## src/rtl/cntr_param_pkg.sv

```systemverilog
// Shared types for the parametrised counter:
// per-cycle operation codes and control FSM states.
package cntr_param_pkg;

  typedef enum logic [2:0] {
    OP_HOLD,
    OP_INC,
    OP_DEC,
    OP_WRAP_UP,
    OP_WRAP_DN,
    OP_SAT,
    OP_LOAD,
    OP_CLEAR
  } cntr_op_t;

  typedef enum logic [1:0] {
    IDLE,
    RUN,
    SAT
  } cntr_state_t;

  function automatic logic op_is_wrap(input cntr_op_t op);
    return (op == OP_WRAP_UP) || (op == OP_WRAP_DN);
  endfunction

endpackage

```

## src/rtl/cntr_param_control.sv

```systemverilog
// Counter control: boundary compares, operation decode
// and the IDLE/RUN/SAT state register.
module cntr_param_control
  import cntr_param_pkg::*;
#(
  parameter int WIDTH = 32
) (
  input  logic             clk,
  input  logic             rst,
  input  logic             en_sig,
  input  logic             dir,
  input  logic             wrap_mode,
  input  logic             clr,
  input  logic             load,
  input  logic [WIDTH-1:0] cnt,
  input  logic [WIDTH-1:0] max_r,
  output cntr_op_t         operation,
  output cntr_state_t      state
);

  logic up_bnd;
  logic dn_bnd;
  logic at_bnd;

  // >= so a lowered terminal still catches a count above it
  assign up_bnd = cnt >= max_r;
  assign dn_bnd = cnt == '0;
  assign at_bnd = dir ? dn_bnd : up_bnd;

  always_comb begin
    operation = OP_HOLD;
    if (clr) begin
      operation = OP_CLEAR;
    end else if (load) begin
      operation = OP_LOAD;
    end else if (!en_sig) begin
      operation = OP_HOLD;
    end else if (!at_bnd) begin
      operation = dir ? OP_DEC : OP_INC;
    end else if (wrap_mode) begin
      operation = dir ? OP_WRAP_DN : OP_WRAP_UP;
    end else begin
      operation = OP_SAT;
    end
  end

  always_ff @(posedge clk or negedge rst) begin
    if (!rst) begin
      state <= IDLE;
    end else begin
      unique case (operation)
        OP_CLEAR: state <= IDLE;
        OP_SAT:   state <= SAT;
        OP_HOLD:  state <= state;
        default:  state <= RUN;
      endcase
    end
  end

endmodule

```

## src/rtl/cntr_param.sv

```systemverilog
// Parametrised counter datapath: count, terminal value
// and registered terminal-count pulse.
module cntr_param
  import cntr_param_pkg::*;
#(
  parameter int WIDTH   = 32,
  parameter int MAX_RST = 127
) (
  input  logic             clk,
  input  logic             rst,
  input  logic             en_sig,
  input  logic             dir,
  input  logic             wrap_mode,
  input  logic             clr,
  input  logic             load,
  input  logic [WIDTH-1:0] load_val,
  input  logic             max_wr,
  input  logic [WIDTH-1:0] max_in,
  output logic [WIDTH-1:0] cnt_out,
  output logic             tc,
  output cntr_op_t         operation,
  output cntr_state_t      state
);

  localparam logic [WIDTH-1:0] MAX_INIT = WIDTH'(MAX_RST);

  logic [WIDTH-1:0] max_r;
  logic [WIDTH-1:0] cnt_nxt;
  logic [WIDTH-1:0] load_clamp;
  logic             tc_nxt;

  cntr_param_control #(
    .WIDTH(WIDTH)
  ) u_ctrl (
    .clk      (clk),
    .rst      (rst),
    .en_sig   (en_sig),
    .dir      (dir),
    .wrap_mode(wrap_mode),
    .clr      (clr),
    .load     (load),
    .cnt      (cnt_out),
    .max_r    (max_r),
    .operation(operation),
    .state    (state)
  );

  assign load_clamp = (load_val > max_r) ? max_r : load_val;

  always_comb begin
    cnt_nxt = cnt_out;
    unique case (operation)
      OP_CLEAR:   cnt_nxt = '0;
      OP_LOAD:    cnt_nxt = load_clamp;
      OP_INC:     cnt_nxt = cnt_out + 1'b1;
      OP_DEC:     cnt_nxt = cnt_out - 1'b1;
      OP_WRAP_UP: cnt_nxt = '0;
      OP_WRAP_DN: cnt_nxt = max_r;
      default:    cnt_nxt = cnt_out;
    endcase
  end

  // saturation only flags tc on the cycle it is entered
  assign tc_nxt = op_is_wrap(operation)
                | ((operation == OP_SAT) & (state != SAT));

  always_ff @(posedge clk or negedge rst) begin
    if (!rst) begin
      cnt_out <= '0;
      tc      <= 1'b0;
      max_r   <= MAX_INIT;
    end else begin
      cnt_out <= cnt_nxt;
      tc      <= tc_nxt;
      if (max_wr) begin
        max_r <= max_in;
      end
    end
  end

endmodule

```

## config.mk

```make
export PLATFORM = sky130hd
export DESIGN_NAME = cntr_param
export DESIGN_NICKNAME = d
export VERILOG_FILES = /design/src/rtl/cntr_param_pkg.sv /design/src/rtl/cntr_param_control.sv /design/src/rtl/cntr_param.sv
export SDC_FILE = /design/constraint.sdc
export NUM_CORES = 1
export LEC_CHECK = 0
export BUFFER_PORTS_ARGS = -buffer_cell sky130_fd_sc_hd__clkbuf_2
export CAP_MARGIN = 20
export CORE_ASPECT_RATIO = 0.7
export CORE_UTILIZATION = 62
export CTS_CLUSTER_DIAMETER = 200
export DETAILED_ROUTE_END_ITERATION = 10
export PLACE_DENSITY_LB_ADDON = 0.05
export SLEW_MARGIN = 0
export SYNTH_ARGS = -nofsm -noshare
export SYNTH_HDL_FRONTEND = slang
export SYNTH_SLANG_ARGS = --single-unit
```

## constraint.sdc

```tcl
create_clock -name clk -period 12.2 [get_ports clk]
set_input_delay 1.83 -clock clk [delete_from_list [all_inputs] [get_ports clk]]
set_output_delay 1.83 -clock clk [all_outputs]
set_load 0.02 [all_outputs]
```

==> results_dict.tcl <==
set metrics [dict create \
    status "finished clean" \
    clock_latency_ns 0.34 \
    htreeDepth 3 \
    critPathMaxStageDelay_ns 0.47 \
    min_path_cells 2 \
    wl_met3_um 2280 \
    clock_skew_ns 0.00903 \
    root_buffer "clkbuf_16" \
    min-delay-start "u_ctrl.state[1]" \
    avgSynthCellArea_um2 8.49 \
    yosysWarnings 0 \
    drive_above_1_share_pct 18.4 \
    cp.required_ns 12.43 \
    dp_cells 937 \
    critical_path_class "in2reg" \
    p_sw_share_pct 39.9 \
    path_clk_slew_ns 0.06 \
    crit_path_end_kind "register" \
    grt_max_degree 68 \
    antenna_found_initial 0 \
    timing.fmax_ghz 0.164 \
    crit_path_start_kind "input pin" \
    post_cts_buffers 0 \
    r2r-start "cnt_out[11]" \
    reg2reg_depth 18 \
    maxSlewViolCount 0 \
    seq_power_share_pct 32.5 \
    grt_overflow 0 \
    core_area_um2 9330 \
    async_flop_share_pct 100 \
    fin_nets 992 \
    p_sw_uw 367 \
    synth_edf_count 0 \
    area_growth_pct 15.8 \
    final_cells 954 \
    arrival_ns 6.35 \
    setup_viol 0 \
    fillerInstances 705 \
    gp_congestion 0.955 \
    hold_violations 0 \
    drtIter0Drc 735 \
    combinationalPowerShare_pct 38.3 \
    vias 6353 \
    wl_met2_um 8370 \
    internal_power_uw 552 \
    cap_violations 0 \
    power_density_nw_per_um2 130 \
    routedWlPerCell_um 20.3 \
    slew-limit-headroom_pct 36.8 \
    mostFrequentLayoutCell "clkbuf_2" \
    clock_power_share_pct 29.2 \
    cts_tree "done" \
    top_layer_used "met4" \
    ys_types 66 \
    die-area_um2 10300 \
    io_buffers 109 \
    cpMaxStageDelayCell "a31oi_1" \
    pin_count 110 \
    syn_area_um2 6120 \
    hpwl_um 14500 \
    hold_buffers 0 \
    wl_met1_um 8360 \
    grt_use_total_pct 38.5 \
    drc 0 \
    mostFrequentLayoutCells "clkbuf_2, ha_1, a21oi_1" \
    crit_fanout 32 \
    clockBufferDepth 2 \
    synthCells 721 \
    dr.pass1.iters 6 \
    cp_cell_sequence "clkbuf_2 > nand2_2 > nor4_4 > nand3_1 > a311o_1 > and2_4 > nor3_4 > buf_4 > ha_1 > o21ai_0 > o21bai_1 > a21oi_1 > o211ai_1 > nand3_1 > a31oi_1 > o2111ai_1 > a21oi_1 > o21ai_0 > a221oi_1" \
    worstMarginPinSlew_ns 0.942 \
    grt_pass1_vias 6041 \
    synth_seq_cells 67 \
    p_leak_nw 3.59 \
    r2r_slack_ns 6.75 \
    drt_wl_total_um 19400 \
    synthFlopType "dfrtp_1" \
    die_x_um 121 \
    syn-num-nets 888 \
    period_share_pct 50.1 \
    antenna_left 0 \
    ys_seq_area_share_pct 27.5 \
    setup_tns_ns 0 \
    num_antenna_cells 0 \
    hp-class "reg2reg" \
    cts.sinks 67 \
    cts-resized-gates 0 \
    grt_pass1_wl_um 30500 \
    dpl_cell_area_um2 6760 \
    dieHeight_um 85.1 \
    final_cell_area_um2 7090 \
    start_util_pct 65.7 \
    numCtsBuffers 9 \
    min_period_ns 6.11 \
    rows 29 \
    rsz0062_at_grt "false" \
    r2r-end "cnt_out[25]" \
    viasPerCell 6.66 \
    vdd_drop_max_v 0.000128 \
    worst_hold_path.endpoint "u_ctrl.state[1]" \
]
==> registers in the layout, indices dropped and copies added, names as in the netlist <==
| name | count |
|---|---|
| max_r | 32 |
| cnt_out | 32 |
| u_ctrl.state | 2 |
| tc | 1 |
==> layer usage <==
metal / track usage [%] / vias to the layer above
met5: 0 / -
met4: 12.3 / 0
met3: 10.9 / 43
met2: 58.8 / 396
met1: 52.9 / 2991
li1: - / 2923
==> cell families after synthesis <==
logic type	synth area share [%]
AOI/OAI and AO/OA	27.2
xor gates and xnor gates	3.29
adders and majority gates	19.5
buffers and inverters	5.33
DFF	27.5
muxes	1.27
and+or+nand+nor	15.9
==> stage by stage <==
step                      util (%)  setup WS [ns]  hold slack, ns  total power [mW]
final                         76.0           6.09           0.551             0.919
after global routing          76.0           5.82           0.579             0.966
after CTS                     75.7           6.29           0.553             0.910
after detailed placement      72.5           5.98           0.535             0.639
after global placement        72.3           6.17           0.502             0.624
after floorplan                  -           5.74           0.510             0.522
==> layout make-up <==
| class | instances | area, um^2 | share of cell area, % |
|---|---|---|---|
| multi-input combinational | 580 | 4130 | 58.2 |
| clock buffer | 10 | 239 | 3.37 |
| timing repair buffer | 116 | 626 | 8.82 |
| tap | 124 | 155 | 2.19 |
| inverter | 51 | 191 | 2.70 |
| sequential | 67 | 1690 | 23.8 |
| clock inverter | 6 | 65.1 | 0.918 |
==> worst max path at each step <==
| stage | from | end | slack [ns] |
|---|---|---|---|
| floorplan | en_sig | cnt_out[30] | 5.74 |
| global placement | en_sig | cnt_out[30] | 6.17 |
| detailed placement | en_sig | cnt_out[25] | 5.98 |
| CTS | en_sig | cnt_out[25] | 6.29 |
| global route | en_sig | cnt_out[27] | 5.82 |
| finish | en_sig | cnt_out[25] | 6.09 |
==> power by group through the flow <==
stage / clock network, mW / registers (mW) / logic [mW]
after floorplan: 0 / 0.309 / 0.212
after global placement: 0 / 0.298 / 0.326
after detailed placement: 0 / 0.300 / 0.339
after CTS: 0.269 / 0.297 / 0.343
after global routing: 0.279 / 0.302 / 0.385
final: 0.268 / 0.299 / 0.352
==> critical path, delay by kind of cell <==
kind                       cells  cell delay [ns]
and+or+nand+nor                6             1.14
AOI/OAI and AO/OA             10             2.51
buffers and inverters          2             0.54
adders and majority gates      1             0.31
==> cell usage after synthesis (all sizes together), types with 8 or more instances <==
master | instances | area share (%)
a211oi | 9 | 1.1
a21o | 18 | 2.2
a21oi | 70 | 5.7
a222oi | 19 | 3.1
buf | 10 | 1.4
clkbuf | 13 | 0.80
dfrtp | 60 | 25
ha | 94 | 19
inv | 51 | 3.1
nand2 | 66 | 4.1
nand3 | 11 | 0.90
nand4 | 15 | 1.5
nor2 | 60 | 3.7
nor3 | 8 | 0.74
nor4 | 11 | 1.4
o21a | 10 | 1.2
o21ai | 66 | 5.4
xnor2 | 15 | 2.1
xor2 | 8 | 1.1
Power figures use the tool's default switching activity.
